--- src/rtl/stream_combiner_pkg.sv ---
// Shared definitions for the stream window combiner: combine-mode encodings
// and the per-sample combine operator.
package stream_combiner_pkg;

  localparam logic [1:0] MODE_OR  = 2'd0;
  localparam logic [1:0] MODE_AND = 2'd1;
  localparam logic [1:0] MODE_XOR = 2'd2;
  localparam logic [1:0] MODE_ADD = 2'd3;

  // Widest datapath the combine function handles; callers zero-extend their
  // operands and keep the low WIDTH bits of the result (addition carries
  // only move upward, so truncation gives the correct mod 2^WIDTH sum).
  localparam int MAX_WIDTH = 256;

  // Bitwise ops merge the sample with the last emitted value; ADD ignores
  // hist and sums the two operands of the sample itself.
  function automatic logic [MAX_WIDTH-1:0] combine(
    input logic [1:0]           mode,
    input logic [MAX_WIDTH-1:0] a,
    input logic [MAX_WIDTH-1:0] b,
    input logic [MAX_WIDTH-1:0] hist
  );
    logic [MAX_WIDTH-1:0] res;
    case (mode)
      MODE_OR:  res = a | hist;
      MODE_AND: res = a & hist;
      MODE_XOR: res = a ^ hist;
      MODE_ADD: res = a + b;
      default:  res = a | hist;
    endcase
    return res;
  endfunction

endpackage

--- src/rtl/pipe_stage.sv ---
// One elastic pipeline slot: a valid bit plus payload, both advancing on
// enable. The synchronous flush only clears the valid bit; payload contents
// of an invalid slot are meaningless.
module pipe_stage #(
  parameter int PW = 8
) (
  input  logic          clock,
  input  logic          reset,
  input  logic          clear,
  input  logic          enable,
  input  logic          in_valid,
  input  logic [PW-1:0] in_data,
  output logic          out_valid,
  output logic [PW-1:0] out_data
);

  logic          valid_r;
  logic [PW-1:0] data_r;

  // Valid bit: flush wins over shifting, otherwise take upstream valid on advance.
  always_ff @(posedge clock or negedge reset) begin
    if (!reset) begin
      valid_r <= 1'b0;
    end else if (clear) begin
      valid_r <= 1'b0;
    end else if (enable) begin
      valid_r <= in_valid;
    end else begin
      valid_r <= valid_r;
    end
  end

  // Payload: shifts with the pipeline, holds during a stall.
  always_ff @(posedge clock or negedge reset) begin
    if (!reset) begin
      data_r <= {PW{1'b0}};
    end else if (enable) begin
      data_r <= in_data;
    end else begin
      data_r <= data_r;
    end
  end

  assign out_valid = valid_r;
  assign out_data  = data_r;

endmodule

--- src/rtl/stream_window_combiner.sv ---
// Elastic LATENCY-deep delay pipeline carrying {mode, in2, in1}. The last
// stage is combined with the previously emitted operand (hist) or, in ADD
// mode, with its own second operand. Bubbles are carried, not collapsed:
// the whole chain either shifts or holds as one.
module stream_window_combiner
  import stream_combiner_pkg::*;
#(
  parameter int WIDTH   = 32,
  parameter int LATENCY = 4
) (
  input  logic                         clock,
  input  logic                         reset,
  input  logic                         clear,
  input  logic                         in_valid,
  output logic                         in_ready,
  input  logic [WIDTH-1:0]             in1,
  input  logic [WIDTH-1:0]             in2,
  input  logic [1:0]                   mode,
  output logic                         out_valid,
  input  logic                         out_ready,
  output logic [WIDTH-1:0]             out,
  output logic [$clog2(LATENCY+1)-1:0] occupancy
);

  localparam int PW = 2 * WIDTH + 2;
  localparam int OW = $clog2(LATENCY + 1);

  // Index 0 is the input side, index LATENCY is the output of the last stage.
  logic [LATENCY:0]         chain_v_s;
  logic [LATENCY:0][PW-1:0] chain_d_s;
  logic                     advance_s;
  logic [WIDTH-1:0]         a_last_s;
  logic [WIDTH-1:0]         b_last_s;
  logic [1:0]               m_last_s;
  logic [WIDTH-1:0]         hist_r;
  logic [OW-1:0]            occ_s;

  assign advance_s    = !chain_v_s[LATENCY] || out_ready;
  assign chain_v_s[0] = in_valid;
  assign chain_d_s[0] = {mode, in2, in1};

  for (genvar k = 0; k < LATENCY; k++) begin : g_stage
    pipe_stage #(.PW(PW)) u_stage (
      .clock     (clock),
      .reset     (reset),
      .clear     (clear),
      .enable    (advance_s),
      .in_valid  (chain_v_s[k]),
      .in_data   (chain_d_s[k]),
      .out_valid (chain_v_s[k+1]),
      .out_data  (chain_d_s[k+1])
    );
  end

  assign a_last_s = chain_d_s[LATENCY][WIDTH-1:0];
  assign b_last_s = chain_d_s[LATENCY][2*WIDTH-1:WIDTH];
  assign m_last_s = chain_d_s[LATENCY][PW-1:PW-2];

  // Remember the operand of the last sample the consumer actually took.
  always_ff @(posedge clock or negedge reset) begin
    if (!reset) begin
      hist_r <= {WIDTH{1'b0}};
    end else if (clear) begin
      hist_r <= {WIDTH{1'b0}};
    end else if (chain_v_s[LATENCY] && out_ready) begin
      hist_r <= a_last_s;
    end else begin
      hist_r <= hist_r;
    end
  end

  // Count occupied stages; derived from the valid bits so it tracks every shift.
  always_comb begin
    occ_s = {OW{1'b0}};
    for (int k = 1; k <= LATENCY; k++) begin
      occ_s = occ_s + OW'(chain_v_s[k]);
    end
  end

  // Combine the head-of-pipe sample with hist (or its own second operand).
  always_comb begin
    out = WIDTH'(combine(m_last_s, MAX_WIDTH'(a_last_s), MAX_WIDTH'(b_last_s),
                         MAX_WIDTH'(hist_r)));
  end

  assign in_ready  = advance_s;
  assign out_valid = chain_v_s[LATENCY];
  assign occupancy = occ_s;

endmodule

--- config.mk ---
export PLATFORM = sky130hd
export DESIGN_NAME = stream_window_combiner
export DESIGN_NICKNAME = d
export VERILOG_FILES = /design/src/rtl/stream_combiner_pkg.sv /design/src/rtl/pipe_stage.sv /design/src/rtl/stream_window_combiner.sv
export SDC_FILE = /design/constraint.sdc
export NUM_CORES = 1
export LEC_CHECK = 0
export CORE_UTILIZATION = 54
export DETAILED_ROUTE_END_ITERATION = 16
export HOLD_SLACK_MARGIN = 0.05
export PLACE_DENSITY = 0.74
export SYNTH_ARGS = -nofsm -noshare
export SYNTH_HDL_FRONTEND = slang
export SYNTH_SLANG_ARGS = --single-unit
export TNS_END_PERCENT = 100
--- constraint.sdc ---
create_clock -name clock -period 4.6 [get_ports clock]
set_input_delay 0.69 -clock clock [delete_from_list [all_inputs] [get_ports clock]]
set_output_delay 0.69 -clock clock [all_outputs]
set_load 0.03 [all_outputs]
==> metrics list <==
- The flow ran to the end, and the final reports show no timing, DRC or antenna violations.
* Share of post-route cells with drive strength above 1: 5.74%
- In this run, distinct cell masters in the synthesized netlist total 52.
* Number of buffers on the longest clock path: 3
- Number of register bits inferred by synthesis: 300
- Initial antenna violation count: 1
* Worst ir drop on vdd: 0.000253 V
- Total of fill cells in the finished design: 2181
- Max_slew headroom: 28.7%
- Final routed DRC violation total: 0
- The final layout contains 1908 nets.
* Remaining antenna violation count after routing: 0
* Commonest register cell after synthesis: dfrtp_1
- Worst hold path type: in -> async
* I/O pin total: 108
- The clock tree synthesis step divided the H-tree into 2 levels.
- Iter 0 DRT Violations: 828
* Peak fanout along the critical path: 8
* Number of nets in the synthesized netlist: 1836
* Crit path capture type: output port
- After detailed routing, the number of vias per cell comes to 5.35.
* EDFF count, synth: 0
* Pleak: 8.72 nW
- Yosys printed 0 warnings.
* Vias in the first global route: 10800
- Remaining global-route overflow: 0
- Cts bufs inserted: 34
- Total half-perimeter wirelength after legalization and detailed placement: 21.8 mm
- Adder-Cell Fraction of Synth Area: 8.56%
- Number of setup buffers added after CTS: 0
- Main combinational cell family by area after synthesis: simple AND/OR/NAND/NOR gates
- Final critical-path required period: 4.45 ns
- Clock tree from TritonCTS: built
- In the final layout, flip-flops and latches occupy 7510 um^2.
* Clock skew: 0.0113 ns
- Commonest non-fill, non-tap cell in the layout: nand2_1
- The mapped netlist covers 14600 um^2.
- Setup repair after global routing left no endpoint under its margin.
- Hold bufs inserted after CTS: 0
- The critical path is of the reg -> out type.
- Number of clock sinks: 300
- Multi-input combinational cell area: 6500 um^2
- FF-to-FF Start: g_stage[3].u_stage.out_valid
- Setup violations, final: 0
- Worst setup path startpoint: g_stage[3].u_stage.out_data[7]
* Worst Path Required: 3.91 ns
- Width of the chip: 167 um
- Synth async-reset ratio: 100%
- For this run, global-route usage on met1 was measured as 34.3%.
- Top Usage Layer GRT: met2
* Share of synthesized area spent on multiplexers: 2.53%
- Sequential cells were found to cover 51.3% of the synthesized design area.
* Final Max Slew Viols: 0
* Highest clock rate: 0.225 GHz
* Largest net degree at the start of global routing: 236
- Average wire length per cell after detail routing: 15.6 um
- Worst-Skew Late Latency: 0.51 ns
* GP Congestion: 0.905
* First-pass iteration count of the detailed router: 5
- Core Footprint: 26400 um^2
- Initial core utilization: 55.6%
- Share of the cycle needed by the critical path after routing: 96.8%
* Synth Area in Compound Gates: 9.20%
* Wire length of the first global-routing pass: 54.3 mm
- Counting every instance in the synthesized netlist gives 1666.
* Worst-case setup slack after placement: 0.283 ns
* Slew at the pin closest to its max-slew limit: 1.07 ns
- Maximum capacitance violations: 0
- Total global-route track usage: 24.3%
- The area growth from synthesis to layout is 16.6%.
- After clock tree synthesis, the clock-pin slew on the worst setup and hold paths is 0.06 ns.
- Smallest setup slack after layout: 0.146 ns
* Arr. time, crit path: 3.76 ns
- Post-synthesis share of cell area spent on and, or, nand and nor gates: 22.1%
* Total power density per cell area: 394 nW/um^2
- Number of buffers added on ports: 107
- Via count: 11200
* Number of standard-cell rows in the floorplan: 59
- Met2 capacity usage during global routing: 38.7%
- In this run the clock root is driven by a clkbuf_16.
* Final setup TNS: 0 ns
- Mean cell area of the mapped netlist: 8.79 um^2
- Total detailed-routing wirelength: 32.7 mm
- Hold violation total from the final report: 0
- Die outline height: 167 um
- Global routing used 3.54% of the available met3 tracks.
- After Yosys synthesis, XOR and XNOR cells account for 1.73% of the synthesized area.
- Top library cells by usage in the layout, fill and taps aside: nand2_1, dfrtp_1, ha_1, clkdlybuf4s50_1, inv_1
* Kind of start point of the critical path: flop
- Die ar.: 27800 um^2
==> critical path, stage by stage (launching register included) <==
cell and delay (ns):
dfrtp_1 0.41, ha_1 0.42, and4_1 0.26, and3_1 0.18, a21oi_1 0.26, nor2b_1 0.30, a21oi_1 0.16, xnor2_1 0.18
mux4_2 0.47, clkdlybuf4s50_1 0.60
==> state kept, by name (all words and copies together) (netlist names) <==
signal	cells
hist_r	32
g_stage.u_stage.out_valid	4
g_stage.u_stage.out_data	264
==> cells in the mapped netlist (5+ instances only) <==
cell	count	area, um^2
o221ai_1	6	52.6
nor2_1	31	116
nor3_1	5	25.0
nand4_1	8	50.1
dfrtp_1	300	7510
nand2_1	769	2890
o21a_1	8	60.1
ha_1	97	1210
a22o_1	32	280
o21ai_1	6	30.0
o22ai_1	11	68.8
clkbuf_1	79	297
xnor2_1	18	158
o21ai_0	52	260
a21o_1	12	90.1
a21oi_1	48	240
buf_2	5	25.0
inv_1	93	349
a31oi_1	6	37.5
mux4_2	16	360
xor2_1	11	96.3
==> repair_timing <==
| item | 4_1_cts | 5_1_grt |
|---|---|---|
| gates cloned | 0 | 0 |
| setup endpoints to repair | 4 | 12 |
| gates resized for setup | 4 | 18 |
==> report_power, final <==
group | switching [W] | total [W] | internal, W
sequential | 0.000128 | 0.00294 | 0.00282
clock | 0.00106 | 0.00257 | 0.00150
combinational | 0.000719 | 0.00122 | 0.000497
==> routing by layer <==
layer / wire length (um) / vias up
met5: 0 / -
met4: 835 / 0
met3: 1430 / 55
met2: 15100 / 251
met1: 15200 / 5406
li1: - / 5493
==> cells by family after synthesis <==
group | count (synthesis)
mux | 17
buf+inv | 180
simple gates | 836
compound gates | 205
flops | 300
fa+ha+maj | 99
xor+xnor | 29
==> cell type report <==
cell class	instances	share of cell area, %
sequential	300	44.0
inverter	94	2.11
antenna	1	0.0147
tap	335	2.45
clock buffer	51	5.83
clock inverter	7	0.359
multi-input combinational	1186	38.0
timing repair buffer	122	7.24
==> worst paths after layout <==
kind,depth (start not counted),slack [ns],endpoint
min reg2reg,2,0.46,g_stage[1].u_stage.out_data[35]
min in group clock,2,0.46,g_stage[1].u_stage.out_data[35]
max in group asynchronous,2,3.28,g_stage[0].u_stage.out_data[33]
max reg2reg,7,2.02,g_stage[3].u_stage.out_data[53]
min,1,0.25,g_stage[0].u_stage.out_data[15]
max,9,0.15,out[15]
==> through the flow <==
stage / area [um^2] / total power [W] / hold WS (ns) / utilization (%) / instances
finish: 17100 / 0.00673 / 0.248 / 64.8 / 2096
global route: 17100 / 0.00703 / 0.344 / 64.8 / 2095
CTS: 17000 / 0.00678 / 0.309 / 64.7 / 2095
detailed placement: 16000 / 0.00421 / 0.455 / 60.7 / 2037
global placement: 16000 / 0.00418 / 0.449 / 60.7 / 2037
floorplan: 14600 / 0.00374 / 0.394 / - / 1666
(Power assumes the default switching activity.)
